--- src/rtl/param_counter_sched.sv ---
// Time-slice scheduler: grants one shared free-running modulo counter to one of NREQ requesters at a time.
// Build option: define PARAM_COUNTER_SCHED_PRIO_EN for fixed lowest-index priority instead of round-robin.
module param_counter_sched #(
  parameter int NREQ = 4,
  parameter int MOD  = 65536,
  localparam int W   = $clog2(MOD)
) (
  input  logic              clk,
  input  logic              rst_,
  input  logic [NREQ-1:0]   req,
  input  logic [NREQ*W-1:0] len,
  input  logic [W-1:0]      cnt_q,
  output logic              cnt_en,
  output logic [NREQ-1:0]   grant,
  output logic [NREQ-1:0]   done,
  output logic [NREQ-1:0]   abort,
  output logic              busy
);

  localparam int IW = (NREQ > 1) ? $clog2(NREQ) : 1;

  typedef enum logic [1:0] {
    IDLE  = 2'd0,
    RUN   = 2'd1,
    DONE  = 2'd2,
    ABORT = 2'd3
  } state_t;

  state_t            state_reg;
  state_t            state_next;
  logic [NREQ-1:0]   grant_reg;
  logic [NREQ-1:0]   done_reg;
  logic [NREQ-1:0]   abort_reg;
  logic [IW-1:0]     g_reg;
  logic [W-1:0]      base_reg;
  logic [W-1:0]      len_reg;
  logic [W-1:0]      elapsed;
  logic [W-1:0]      len_arr [NREQ];
  logic [IW-1:0]     cand_idx [NREQ];
  logic [NREQ-1:0]   cand_req;
  logic [IW-1:0]     win_idx;
  logic              any_req;

`ifndef PARAM_COUNTER_SCHED_PRIO_EN
  logic [IW-1:0]     last_reg;
`endif

  // cand_idx[k] is the k-th requester in search order; slot 0 has the highest priority.
  generate
    for (genvar gi = 0; gi < NREQ; gi++) begin : g_cand
      assign len_arr[gi] = len[gi*W +: W];
`ifdef PARAM_COUNTER_SCHED_PRIO_EN
      assign cand_idx[gi] = IW'(gi);
`else
      logic [IW:0] sum;
      assign sum = {1'b0, last_reg} + (IW+1)'(gi + 1);
      assign cand_idx[gi] = (sum >= (IW+1)'(NREQ)) ? IW'(sum - (IW+1)'(NREQ)) : IW'(sum);
`endif
      assign cand_req[gi] = req[cand_idx[gi]];
    end
  endgenerate

  always_comb begin
    win_idx = '0;
    for (int i = NREQ - 1; i >= 0; i--) begin
      if (cand_req[i]) begin
        win_idx = cand_idx[i];
      end
    end
  end

  assign any_req = |req;

  // Modulo subtraction keeps the interval correct across counter wrap.
  assign elapsed = cnt_q - base_reg;
  assign cnt_en  = (state_reg == RUN) && (elapsed != len_reg) && req[g_reg];

  always_comb begin
    state_next = state_reg;
    case (state_reg)
      IDLE: begin
        if (any_req) begin
          state_next = RUN;
        end
      end
      RUN: begin
        // Withdrawal wins over completion in the same cycle.
        if (!req[g_reg]) begin
          state_next = ABORT;
        end else if (elapsed == len_reg) begin
          state_next = DONE;
        end
      end
      DONE:    state_next = IDLE;
      ABORT:   state_next = IDLE;
      default: state_next = IDLE;
    endcase
  end

  always_ff @(posedge clk or negedge rst_) begin
    if (!rst_) begin
      state_reg <= IDLE;
      grant_reg <= '0;
      done_reg  <= '0;
      abort_reg <= '0;
      g_reg     <= '0;
      base_reg  <= '0;
      len_reg   <= '0;
`ifndef PARAM_COUNTER_SCHED_PRIO_EN
      last_reg  <= IW'(NREQ - 1);
`endif
    end else begin
      state_reg <= state_next;
      done_reg  <= '0;
      abort_reg <= '0;
      case (state_reg)
        IDLE: begin
          if (any_req) begin
            grant_reg <= NREQ'(1) << win_idx;
            base_reg  <= cnt_q;
            len_reg   <= len_arr[win_idx];
            g_reg     <= win_idx;
`ifndef PARAM_COUNTER_SCHED_PRIO_EN
            last_reg  <= win_idx;
`endif
          end
        end
        RUN: begin
          if (state_next == ABORT) begin
            grant_reg <= '0;
            abort_reg <= grant_reg;
          end else if (state_next == DONE) begin
            grant_reg <= '0;
            done_reg  <= grant_reg;
          end
        end
        default: begin
          grant_reg <= '0;
        end
      endcase
    end
  end

  assign grant = grant_reg;
  assign done  = done_reg;
  assign abort = abort_reg;
  assign busy  = (state_reg != IDLE);

endmodule

--- config.mk ---
export PLATFORM = sky130hd
export DESIGN_NAME = param_counter_sched
export DESIGN_NICKNAME = d
export VERILOG_FILES = /design/src/rtl/param_counter_sched.sv
export SDC_FILE = /design/constraint.sdc
export NUM_CORES = 1
export LEC_CHECK = 0
export ABC_AREA = 1
export CORE_MARGIN = 2
export CORE_UTILIZATION = 50
export CTS_CLUSTER_SIZE = 40
export DETAILED_ROUTE_END_ITERATION = 8
export GPL_TIMING_DRIVEN = 0
export HOLD_SLACK_MARGIN = 0.15
export PLACE_DENSITY_LB_ADDON = 0.12
export SYNTH_ARGS = -nofsm -noshare
export SYNTH_HDL_FRONTEND = slang
export SYNTH_SLANG_ARGS = --single-unit
--- constraint.sdc ---
create_clock -name clk -period 3.75 [get_ports clk]
set_input_delay 0.75 -clock clk [delete_from_list [all_inputs] [get_ports clk]]
set_output_delay 0.75 -clock clk [all_outputs]
set_load 0.01 [all_outputs]
## Word level (Yosys, flattened, before mapping)

Cells that the tools add are included.

| word-level totals | value |
|---|---|
| output and inout port bits | 14 |
| flip-flop bits (word level) | 50 |
| logic and storage cells | 80 |
| bits of input ports | 86 |

| cells by class | value |
|---|---|
| $add $sub $neg | 9 |
| $lt $le $gt $ge | 10 |
| bitwise gates (word level) | 1 |
| equal/unequal tests | 9 |
| reduce and logical (&&, ||, !) cells | 8 |
| shift-type cells | 1 |
| mux-type cells | 34 |

Operators by type and width:

| kind | count |
|---|---|
| 16-bit binary-select mux with 2-bit select | 1 |
| 16-bit two-way mux | 2 |
| 4-bit two-way mux | 8 |
| 2-bit two-way mux | 11 |
| 16-bit equality test | 1 |
| 16-bit inequality test | 1 |
| 16-bit subtractor | 1 |
| 3-bit >= comparator (second input constant) | 5 |
| 2-bit by 3-bit < comparator with 1-bit output (second input constant) | 5 |
| 1-bit binary-select mux with 2-bit select | 5 |
| 2-bit equality test (second input constant) | 4 |
| 4-bit one-hot mux with 2 select lines | 1 |
| 2-bit by 1-bit subtractor with 2-bit output (second input constant) | 4 |
| 2-bit by 2-bit adder with 3-bit output (second input constant) | 2 |
| 2-bit one-hot mux with 3 select lines | 1 |
| 1-bit two-way mux | 5 |
| 2-bit AND reduction | 2 |
| 4-bit OR reduction | 1 |
| 1-bit by 2-bit << shifter with 4-bit output (first input constant) | 1 |
| 2-bit by 1-bit adder with 3-bit output (second input constant) | 1 |
| 2-bit by 3-bit adder with 3-bit output (second input constant) | 1 |
| 3-bit by 1-bit inequality test with 1-bit output (second input constant) | 1 |
| 2-bit NOT with 3-bit output | 1 |
| 2-bit by 1-bit equality test with 1-bit output (second input constant) | 1 |
| other kinds (5) | 6 |

## Depth between registers and ports, before layout

Gate-level depths: netlist (run 1).

| logic depth | value |
|---|---|
| depth in word-level cells | 13 |
| mapped depth | 19 |
| depth with buffers taken out | 19 |

## Worst setup path after synthesis (run 1)

OpenSTA, ideal clock, no wires.

| timing | value |
|---|---|
| path kind | input to output |
| start point | input port cnt_q[0] |
| end point | output port cnt_en |
| arrival | 2.435 ns |
| slack | 0.565 ns |
| stages | 17 |
| cells stage by stage | inv_1 -> ha_1 -> fa_1 -> inv_1 -> nand2_1 -> nand2_1 -> nand3_1 -> nand3_1 -> nand2_1 -> nor2_1 -> nand2_1 -> nor2_1 -> nand2_1 -> nor2_1 -> nand3_1 -> nand3_1 -> inv_1 |

| on the way | value |
|---|---|
| word-level cells in the longest chain between the ends | 4 |

Ends and longest elaborated chain:

| element | line | text |
|---|---|---|
| start: declaration | 12 | `input logic [W-1:0] cnt_q,` |
| 16-bit subtractor | 75 | `assign elapsed = cnt_q - base_reg;` |
| 16-bit inequality test | 76 | `assign cnt_en = (state_reg == RUN) && (elapsed != len_reg) && req[g_reg];` |
| 1-bit logical AND (2 in series) | 76 |  |
| end: declaration | 13 | `output logic cnt_en,` |

Every way passes these cells.

## Final worst setup path (run 1)

Ends and elaborated chain as after synthesis.

==> flow_metrics.env, run 1 <==
export IMPL_yosys_warnings=0
export IMPL_initial_core_util_pct=51.9
export IMPL_synth_area_leaders="dfrtp_1, nand2_1, inv_1"
export IMPL_multi_input_area_mm2=0.00234
export IMPL_core_mm2=0.00729
export IMPL_hold_path_class="in2async"
export IMPL_tritoncts="built"
export IMPL_cp_end_kind="output port"
export IMPL_diodes=0
export IMPL_worstSetupPathType="in2out"
export IMPL_critPathSlowestCell="fa_2"
export IMPL_layout_min_cycle_time_ns=3.63
export IMPL_die_w_um=91.0
export IMPL_grt_pass1_wl_um=17000
export IMPL_cts_hold_buf=0
export IMPL_fp_dieArea_mm2=0.00828
export IMPL_antenna_found_initial=0
export IMPL_cts_root_buf="clkbuf_8"
export IMPL_path_buf_inv=5
export IMPL_r2r_slack_ns=1.10
export IMPL_overflow=0
export IMPL_wl_um=10400
export IMPL_synth_seq_cells=50
export IMPL_finalClockSkew_ns=0.0181
export IMPL_clockBufferDepth=2
export IMPL_cp_arrival_ns=2.88
export IMPL_row_count=31
export IMPL_cts_max_level=2
export IMPL_cts_sinks=50
export IMPL_clk_pin_slew_worst_paths_ns=0.11
export IMPL_grt_max_degree=35
export IMPL_fmax_mhz=275
export IMPL_maxCapViolations=0
export IMPL_power_density_mw_per_mm2=865
export IMPL_syn_avg_cell_area_um2=6.30
export IMPL_drive_gt1_share_pct=10.1
export IMPL_critPathRequiredTime_ns=3.00
export IMPL_holdWs_ns=0.344
export IMPL_worstMarginPinSlew_ns=0.726
export IMPL_synthesis_instances=601
export IMPL_hold_viol=0
export IMPL_die_h_um=91.0
export IMPL_regArea_mm2=0.00125
export IMPL_vias=4039
export IMPL_yosys_cell_types_count=34
export IMPL_crit_chain="dlygate4sd2_1 > inv_2 > ha_4 > fa_2 > nand2_1 > inv_1 > nor2_1 > nand3_1 > nor2_1 > nand2_1 > nor2_2 > nand3_1 > nor3_2 > nand3_2 > nand3_2 > inv_1 > buf_2"
export IMPL_route_detailed_drc=0
export IMPL_outcome="finished, final reports clean"
export IMPL_place_hpwl_um=7870
export IMPL_cp_slowest_stage_delay_ns=0.44
export IMPL_setup_viol_count_final=0
export IMPL_peakVddDrop_mv=0.666
export IMPL_cp_start_kind="primary input"
export IMPL_syn_nets=703
export IMPL_dr_pass1_iters=5
export IMPL_syn_area_mm2=0.00379
export IMPL_n_fill_cell=639
export IMPL_synthToLayoutAreaGrowth_pct=40.0
export IMPL_cp_max_fo=2
export IMPL_cts_made_buffers=5
export IMPL_crit_family="simple AND/OR/NAND/NOR gates"
export IMPL_drt_initial_drc_count=137
export IMPL_gp_congestion=0.943
export IMPL_clkLatencyLatePin_ns=0.31
export IMPL_relSlewSlack_pct=51.4
export IMPL_antenna_left=0
export IMPL_p_total_mw=4.59
export IMPL_slew_viol_final=0
export IMPL_synth_seq_area_share_pct=33.1
export IMPL_synth_top_area_share_pct=31.7
export IMPL_leakage_nw=2.81
export IMPL_wl_per_cell_um=12.8
export IMPL_yosysTopAreaCell="dfrtp_1"
export IMPL_grt_pass1_vias=3847
export IMPL_portBuffers=99
export IMPL_setup_tns_final_ns=0
export IMPL_nets=817
export IMPL_num_io_pins=100
export IMPL_fin_crit_sh_pct=96.8
export IMPL_grtUsageTotal_pct=24.8
export IMPL_vias_per_cell=4.96
-- final cells by class --
cell class	instances	area share (%)
Sequential cell	50	23.7
Clock inverter	3	0.921
Clock buffer	5	1.30
Inverter	85	6.07
Tap cell	99	2.34
Buffer	12	1.39
Timing Repair Buffer	107	20.1
Multi-Input combinational cell	454	44.2
-- per-stage QoR --
stage	setup slack [ns]	instance area, µm²	utilization [%]	instances
2_1_floorplan	0.565	3790	-	601
3_3_place_gp	-0.667	4900	67.2	799
3_5_place_dp	-0.725	4920	67.4	800
4_1_cts	0.0166	5090	69.7	810
5_1_grt	-0.0526	5300	72.7	815
6_report	0.119	5300	72.7	815
-- where the power goes --
part / internal [mW] / switching (mW)
clock network: 0.203 / 0.199
registers: 0.767 / 0.130
logic: 1.25 / 2.04
total: 2.22 / 2.37
-- layer usage --
layer	track usage, %	vias to the layer above	routed length, µm
li1	-	2074	-
met1	31.0	1846	4390
met2	44.1	108	5400
met3	4.40	11	508
met4	6.44	0	129
met5	0	-	0
-- cell usage in the layout, fill, tap and decap left out, types with 4 or more instances in the layout --
cell and n:
a21oi_1 11, a21oi_2 5, buf_2 4, buf_4 8, clkbuf_1 6, clkbuf_8 5, clkdlybuf4s50_1 89, dfrtp_1 48
dlymetal6s2s_1 6, ha_1 4, ha_4 11, inv_1 81, nand2_1 272, nand2_2 6, nand3_1 30, nand3_2 5
nand4_1 4, nor2_1 32, nor2_2 7, o21ai_0 28, o21ai_1 11, xnor2_1 6, xor2_1 6
-- cell usage after synthesis, drive strengths merged --
| cell | count |
|---|---|
| clkbuf | 6 |
| xnor2 | 6 |
| xor2 | 6 |
| nand4 | 4 |
| dfstp | 2 |
| ha | 15 |
| nor2 | 43 |
| and2 | 1 |
| nand2 | 279 |
| inv | 85 |
| or2 | 1 |
| nor3 | 3 |
| a32oi | 1 |
| buf | 6 |
| nand3 | 35 |
| nand3b | 1 |
| fa | 1 |
| dfrtp | 48 |
| o21bai | 1 |
| o211ai | 2 |
| o21ai | 39 |
| a21oi | 16 |
-- path summary, 6_finish.rpt --
kind                                     to  cells after the start        start
worst min register to register  len_reg[12]                      2  len_reg[12]
worst min-delay path            base_reg[3]                      1         rst_
max in group asynchronous       last_reg[1]                      2         rst_
min in group clk                len_reg[12]                      2  len_reg[12]
worst max-delay path                 cnt_en                     17     cnt_q[0]
worst max register to register      done[2]                     15  base_reg[0]
-- logic make-up after synthesis --
group                      count (synthesis)  share of synthesized area, %
xor gates and xnor gates                  12                          2.78
DFF                                       50                          33.1
AOI/OAI and AO/OA                         59                          8.20
buffers and inverters                     97                          10.4
adders and majority gates                 16                          5.49
and+or+nand+nor                          367                          40.0
-- repair_timing --
action / 4_1_cts / 5_1_grt
gates resized for setup: 17 / 32
buffers inserted: 2 / 5
pin swaps: 12 / 11
endpoints found under the setup margin: 1 / 1
No activity file was read; power rests on OpenSTA's default activity.
==> run 2: changes to the inputs <==
CORE_MARGIN = 10   (was 2)
CTS_CLUSTER_SIZE = 24   (was 40)
==> run 2 against run 1 <==
Count of clock-buffer cells in the layout is the same. Register-to-register slack got worse by 0.11 ns. Largest cell class unchanged. Combinational power barely moved. Setup slack gained 0.017 ns. Critical path type unchanged.
==> flow_metrics.env, run 2 (same netlist as run 1, synthesis figures left out) <==
export IMPL_outcome="finished, final reports clean"
export IMPL_tritoncts="built"
export IMPL_mostFrequentLayoutCells="nand2_1, clkdlybuf4s50_1, inv_1"
export IMPL_holdWs_ns=0.341
export IMPL_relSlewSlack_pct=55.1
export IMPL_cp_end_kind="output port"
export IMPL_r2r_end="done[3]"
export IMPL_slew_viol_final=0
export IMPL_final_cells=812
export IMPL_place_ws_ns=-0.726
export IMPL_worstSetupPathType="in2out"
export IMPL_cts_hold_buf=0
export IMPL_cp_max_fo=2
export IMPL_die_w_um=107
export IMPL_synthToLayoutAreaGrowth_pct=38.4
export IMPL_fp_dieArea_mm2=0.0115
export IMPL_leakage_nw=2.74
export IMPL_finalClockSkew_ns=0.0106
export IMPL_route_detailed_drc=0
export IMPL_maxCapViolations=0
export IMPL_place_hpwl_um=8850
export IMPL_core_mm2=0.00729
export IMPL_cts_root_buf="clkbuf_8"
export IMPL_portBuffers=99
export IMPL_cts_made_buffers=5
export IMPL_nets=814
export IMPL_overflow=0
export IMPL_fmax_mhz=277
export IMPL_num_io_pins=100
export IMPL_regArea_mm2=0.00125
export IMPL_placed_area_mm2=0.00492
export IMPL_grt_pass1_wl_um=18000
export IMPL_r2r_slack_ns=0.99
export IMPL_wl_um=11300
export IMPL_vias=4033
export IMPL_initial_core_util_pct=51.9
export IMPL_p_total_mw=4.51
export IMPL_multi_input_area_mm2=0.00233
export IMPL_worstMarginPinSlew_ns=0.671
export IMPL_cp_arrival_ns=2.86
export IMPL_antenna_left=0
export IMPL_wl_per_cell_um=13.9
export IMPL_die_h_um=107
export IMPL_post_route_util_pct=71.9
export IMPL_power_density_mw_per_mm2=862
export IMPL_antenna_found_initial=0
export IMPL_gp_congestion=0.894
export IMPL_postLayoutCellArea_mm2=0.00524
export IMPL_cts_max_level=2
export IMPL_grt_pass1_vias=3891
export IMPL_r2r_cells=16
export IMPL_dp_cells=800
export IMPL_layout_min_cycle_time_ns=3.61
export IMPL_hold_viol=0
export IMPL_diodes=0
export IMPL_final_common_cell="nand2_1"
export IMPL_vias_per_cell=4.97
export IMPL_hold_path_class="in2async"
export IMPL_fin_crit_sh_pct=96.4
export IMPL_peakVddDrop_mv=0.603
export IMPL_setup_viol_count_final=0
export IMPL_cts_sinks=50
export IMPL_row_count=31
export IMPL_drive_gt1_share_pct=9.68
export IMPL_n_fill_cell=656
export IMPL_critPathRequiredTime_ns=3.00
export IMPL_grt_max_degree=36
export IMPL_grtUsageTotal_pct=19.1
export IMPL_cp_start_kind="primary input"
export IMPL_rr_startpoint="base_reg[0]"
export IMPL_clockBufferDepth=2
export IMPL_clkLatencyLatePin_ns=0.32
export IMPL_worst_slack_ns=0.136
export IMPL_setup_tns_final_ns=0
export IMPL_drt_initial_drc_count=149
export IMPL_dr_pass1_iters=4
export IMPL_clk_pin_slew_worst_paths_ns=0.10
==> run 2: worst max-delay path, cell delays in order <==
cell and delay, ns:
dlygate4sd2_1 0.21, inv_2 0.05, ha_4 0.16, fa_2 0.57
nor2_1 0.04, nor2_1 0.09, nand3_1 0.07, nor2_1 0.11
nand2_1 0.09, nor2_2 0.10, nand3_1 0.10, nor3_2 0.15
nand3_2 0.14, nand3_2 0.09, inv_2 0.04, buf_6 0.11
==> run 2: how the worst max path moves through the flow <==
stage / slack (ns) / start / end / cells past startpoint
final: 0.14 / cnt_q[0] / cnt_en / 16
after floorplan: 0.57 / cnt_q[0] / cnt_en / 17
after global placement: -0.67 / cnt_q[0] / cnt_en / 18
after global routing: -0.007 / cnt_q[3] / cnt_en / 17
after CTS: 0.06 / cnt_q[0] / cnt_en / 16
after detailed placement: -0.73 / cnt_q[0] / cnt_en / 19
==> run 2: layer usage <==
layer  GRT usage, %  up-vias  routed length (µm)  share of wire [%]
met5              0        -                   0                  0
met4           5.71        0                 155                1.4
met3           4.49       16                 544                4.8
met2           34.0       85                5910                 52
met1           22.1     1862                4670                 41
li1               -     2070                   -                  -
==> run 2: timing repair <==
action | 4_1_cts | 5_1_grt
setup endpoints to repair | 1 | 1
endpoints found under the hold margin | 0 | 0
gates resized for setup | 15 | 32
setup buffers | 2 | 2
pin swaps | 10 | 8
==> run 2: final cells by class <==
class	instances	share of cell area, %
Clock inverter	3	0.549
Inverter	85	6.14
Sequential cell	50	23.9
Multi-Input combinational cell	454	44.5
Timing Repair Buffer	104	19.8
Clock buffer	5	1.31
Buffer	12	1.41
Tap cell	99	2.36
==> run 2: power by group <==
| part | switching (mW) | total (mW) | internal [mW] | leakage [nW] |
|---|---|---|---|---|
| registers | 0.131 | 0.898 | 0.767 | 0.631 |
| logic | 2.05 | 3.27 | 1.22 | 2.06 |
| clock network | 0.208 | 0.347 | 0.139 | 0.0502 |
==> run 3: changes to the inputs <==
CORE_UTILIZATION = 45   (was 50)
clock period = 3 ns   (was 3.75 ns; I/O delays follow)
==> run 3 against run 2 <==
The flow now finishes with violations (negative setup slack). Non-clock buffer count stayed put. Via count decreased by 2.2%. Hold slack worse by 0.14 ns. Setup slack worse by 0.30 ns. Clock skew down 0.0033 ns. Sequential power grew 25%. Critical path type is now reg2out. Combinational power increased by 25%. Total power grew 27%. First-iteration DRC count fell by 0.67%. Design area increased by 1.4%. Clock power increased by 53%. Global-route usage fell by 1.8 points. Largest cell class unchanged.
==> flow_metrics.env, run 3 (same netlist as run 1, synthesis figures left out) <==
export IMPL_outcome="finished, violations left"
export IMPL_violations="negative setup slack"
export IMPL_dp_cells=806
export IMPL_place_hpwl_um=8760
export IMPL_final_cells=818
export IMPL_nets=814
export IMPL_cp_end_kind="output port"
export IMPL_fin_crit_sh_pct=105
export IMPL_rsz0062_at_grt="yes"
export IMPL_final_common_cell="nand2_1"
export IMPL_clkLatencyLatePin_ns=0.31
export IMPL_pwr_share_comb_pct=71.2
export IMPL_path_buf_inv=2
export IMPL_fmax_mhz=316
export IMPL_worstSetupPathType="reg2out"
export IMPL_pwr_share_seq_pct=19.6
export IMPL_peakVddDrop_mv=0.587
export IMPL_power_density_mw_per_mm2=1080
export IMPL_dr_pass1_iters=8
export IMPL_fp_dieArea_mm2=0.0125
export IMPL_antenna_left=0
export IMPL_worst_slack_ns=-0.160
export IMPL_grt_pass1_vias=4018
export IMPL_slew_viol_final=0
export IMPL_p_clk_share_pct=9.2
export IMPL_initial_core_util_pct=46.1
export IMPL_r2r_end="done[2]"
export IMPL_grtUsageTotal_pct=17.3
export IMPL_route_detailed_drc=0
export IMPL_cp_slowest_stage_delay_ns=0.53
export IMPL_switchingPower_mw=2.94
export IMPL_overflow=0
export IMPL_critPathRequiredTime_ns=2.40
export IMPL_switching_share_pct=51.3
export IMPL_place_ws_ns=-1.23
export IMPL_cts_hold_buf=0
export IMPL_relSlewSlack_pct=49.4
export IMPL_leakage_nw=2.81
export IMPL_clockBufferDepth=2
export IMPL_wl_per_cell_um=13.5
export IMPL_mostFrequentLayoutCells="nand2_1, clkdlybuf4s50_1, inv_1"
export IMPL_die_h_um=112
export IMPL_synthToLayoutAreaGrowth_pct=40.3
export IMPL_wl_um=11100
export IMPL_path_common_cell="nor2_1"
export IMPL_core_mm2=0.00822
export IMPL_drive_gt1_share_pct=10.5
export IMPL_cp_arrival_ns=2.56
export IMPL_row_count=33
export IMPL_tritoncts="built"
export IMPL_drt_initial_drc_count=148
export IMPL_setup_viol_count_final=1
export IMPL_vias_per_cell=4.82
export IMPL_antenna_found_initial=0
export IMPL_layout_min_cycle_time_ns=3.16
export IMPL_hold_viol=0
export IMPL_rr_startpoint="base_reg[0]"
export IMPL_cp_start_kind="flip-flop"
export IMPL_r2r_slack_ns=0.37
export IMPL_grt_pass1_wl_um=18400
export IMPL_die_w_um=112
export IMPL_r2r_cells=15
export IMPL_diodes=0
export IMPL_num_io_pins=100
export IMPL_finalClockSkew_ns=0.00731
export IMPL_grt_max_degree=37
export IMPL_cp_max_fo=2
export IMPL_cts_made_buffers=5
export IMPL_clk_pin_slew_worst_paths_ns=0.10
export IMPL_hold_path_class="in2async"
export IMPL_critPathSlowestCell="fa_2"
export IMPL_cts_max_level=2
export IMPL_internal_power_mw=2.79
export IMPL_worstMarginPinSlew_ns=0.757
export IMPL_vias=3943
export IMPL_crit_family="simple AND/OR/NAND/NOR gates"
export IMPL_crit_chain="ha_4 > fa_2 > nor2_1 > nor2_1 > nand3_1 > nor2_1 > nand2_1 > nor2_1 > nand3_1 > nor3_2 > nand3_2 > nand3_2 > inv_2 > buf_6"
export IMPL_cts_root_buf="clkbuf_8"
export IMPL_portBuffers=99
export IMPL_cts_sinks=50
export IMPL_gp_congestion=0.831
export IMPL_maxCapViolations=0
[run 3: layout make-up]
type,instances,area [µm²]
well taps,105,131
clock inverters,2,38.8
repair buffers,104,1040
fillers,752,2900
flip-flops and latches,50,1250
multi-input cells,454,2370
inverters,85,322
clock buffers,6,82.6
plain buffers,12,73.8
[run 3: layer usage]
layer,vias up,routed length (µm),part of all wire (%),global-route usage (%)
li1,2063,-,-,-
met1,1781,4700,42,19.7
met2,84,5600,51,31.5
met3,15,564,5.1,3.60
met4,0,205,1.9,4.97
met5,-,0,0,0
[run 3: worst register-to-register path: stages (launching register included)]
cell     delay [ns]
dfrtp_1        0.42
ha_4           0.18
fa_2           0.53
nor2_1         0.04
nor2_1         0.08
nand3_1        0.07
nor2_1         0.11
nand2_1        0.08
nor2_1         0.11
nand3_1        0.09
nor3_2         0.16
nand3_2        0.13
buf_4          0.17
inv_1          0.04
nand4_1        0.18
nor2_1         0.17
[run 3: what timing repair did]
action,in CTS,in global routing
buffers inserted,3,1
gates resized for setup,36,28
endpoints found under the setup margin,10,1
endpoints found under the hold margin,0,0
pin swaps,14,15
[run 3: worst max path at each step]
stage,startpoint,endpoint,slack (ns),cells after the start
6_report,base_reg[0],cnt_en,-0.16,14
5_1_grt,base_reg[0],cnt_en,-0.27,17
4_1_cts,base_reg[0],cnt_en,-0.27,14
3_5_place_dp,cnt_q[0],cnt_en,-1.23,19
3_3_place_gp,cnt_q[0],cnt_en,-1.14,19
2_1_floorplan,cnt_q[0],cnt_en,0.12,17
[run 3: metrics by stage]
stage / TNS, ns / hold slack, ns / area (µm²) / utilization, % / total power [mW]
floorplan: 0 / 0.304 / 3790 / - / 3.94
detailed placement: -5.57 / 0.484 / 4920 / 59.9 / 4.92
global route: -0.274 / 0.225 / 5310 / 64.7 / 6.34
finish: -0.160 / 0.199 / 5310 / 64.7 / 5.73
global placement: -12.22 / 0.470 / 4910 / 59.7 / 4.80
CTS: -0.268 / 0.202 / 5200 / 63.3 / 5.62
[run 3: power by group through the flow]
stage	sequential [mW]	clock, mW	combinational, mW
floorplan	1.09	0	2.84
global placement	1.12	0	3.68
detailed placement	1.13	0	3.79
CTS	1.12	0.528	3.97
global route	1.16	0.554	4.63
finish	1.12	0.530	4.08
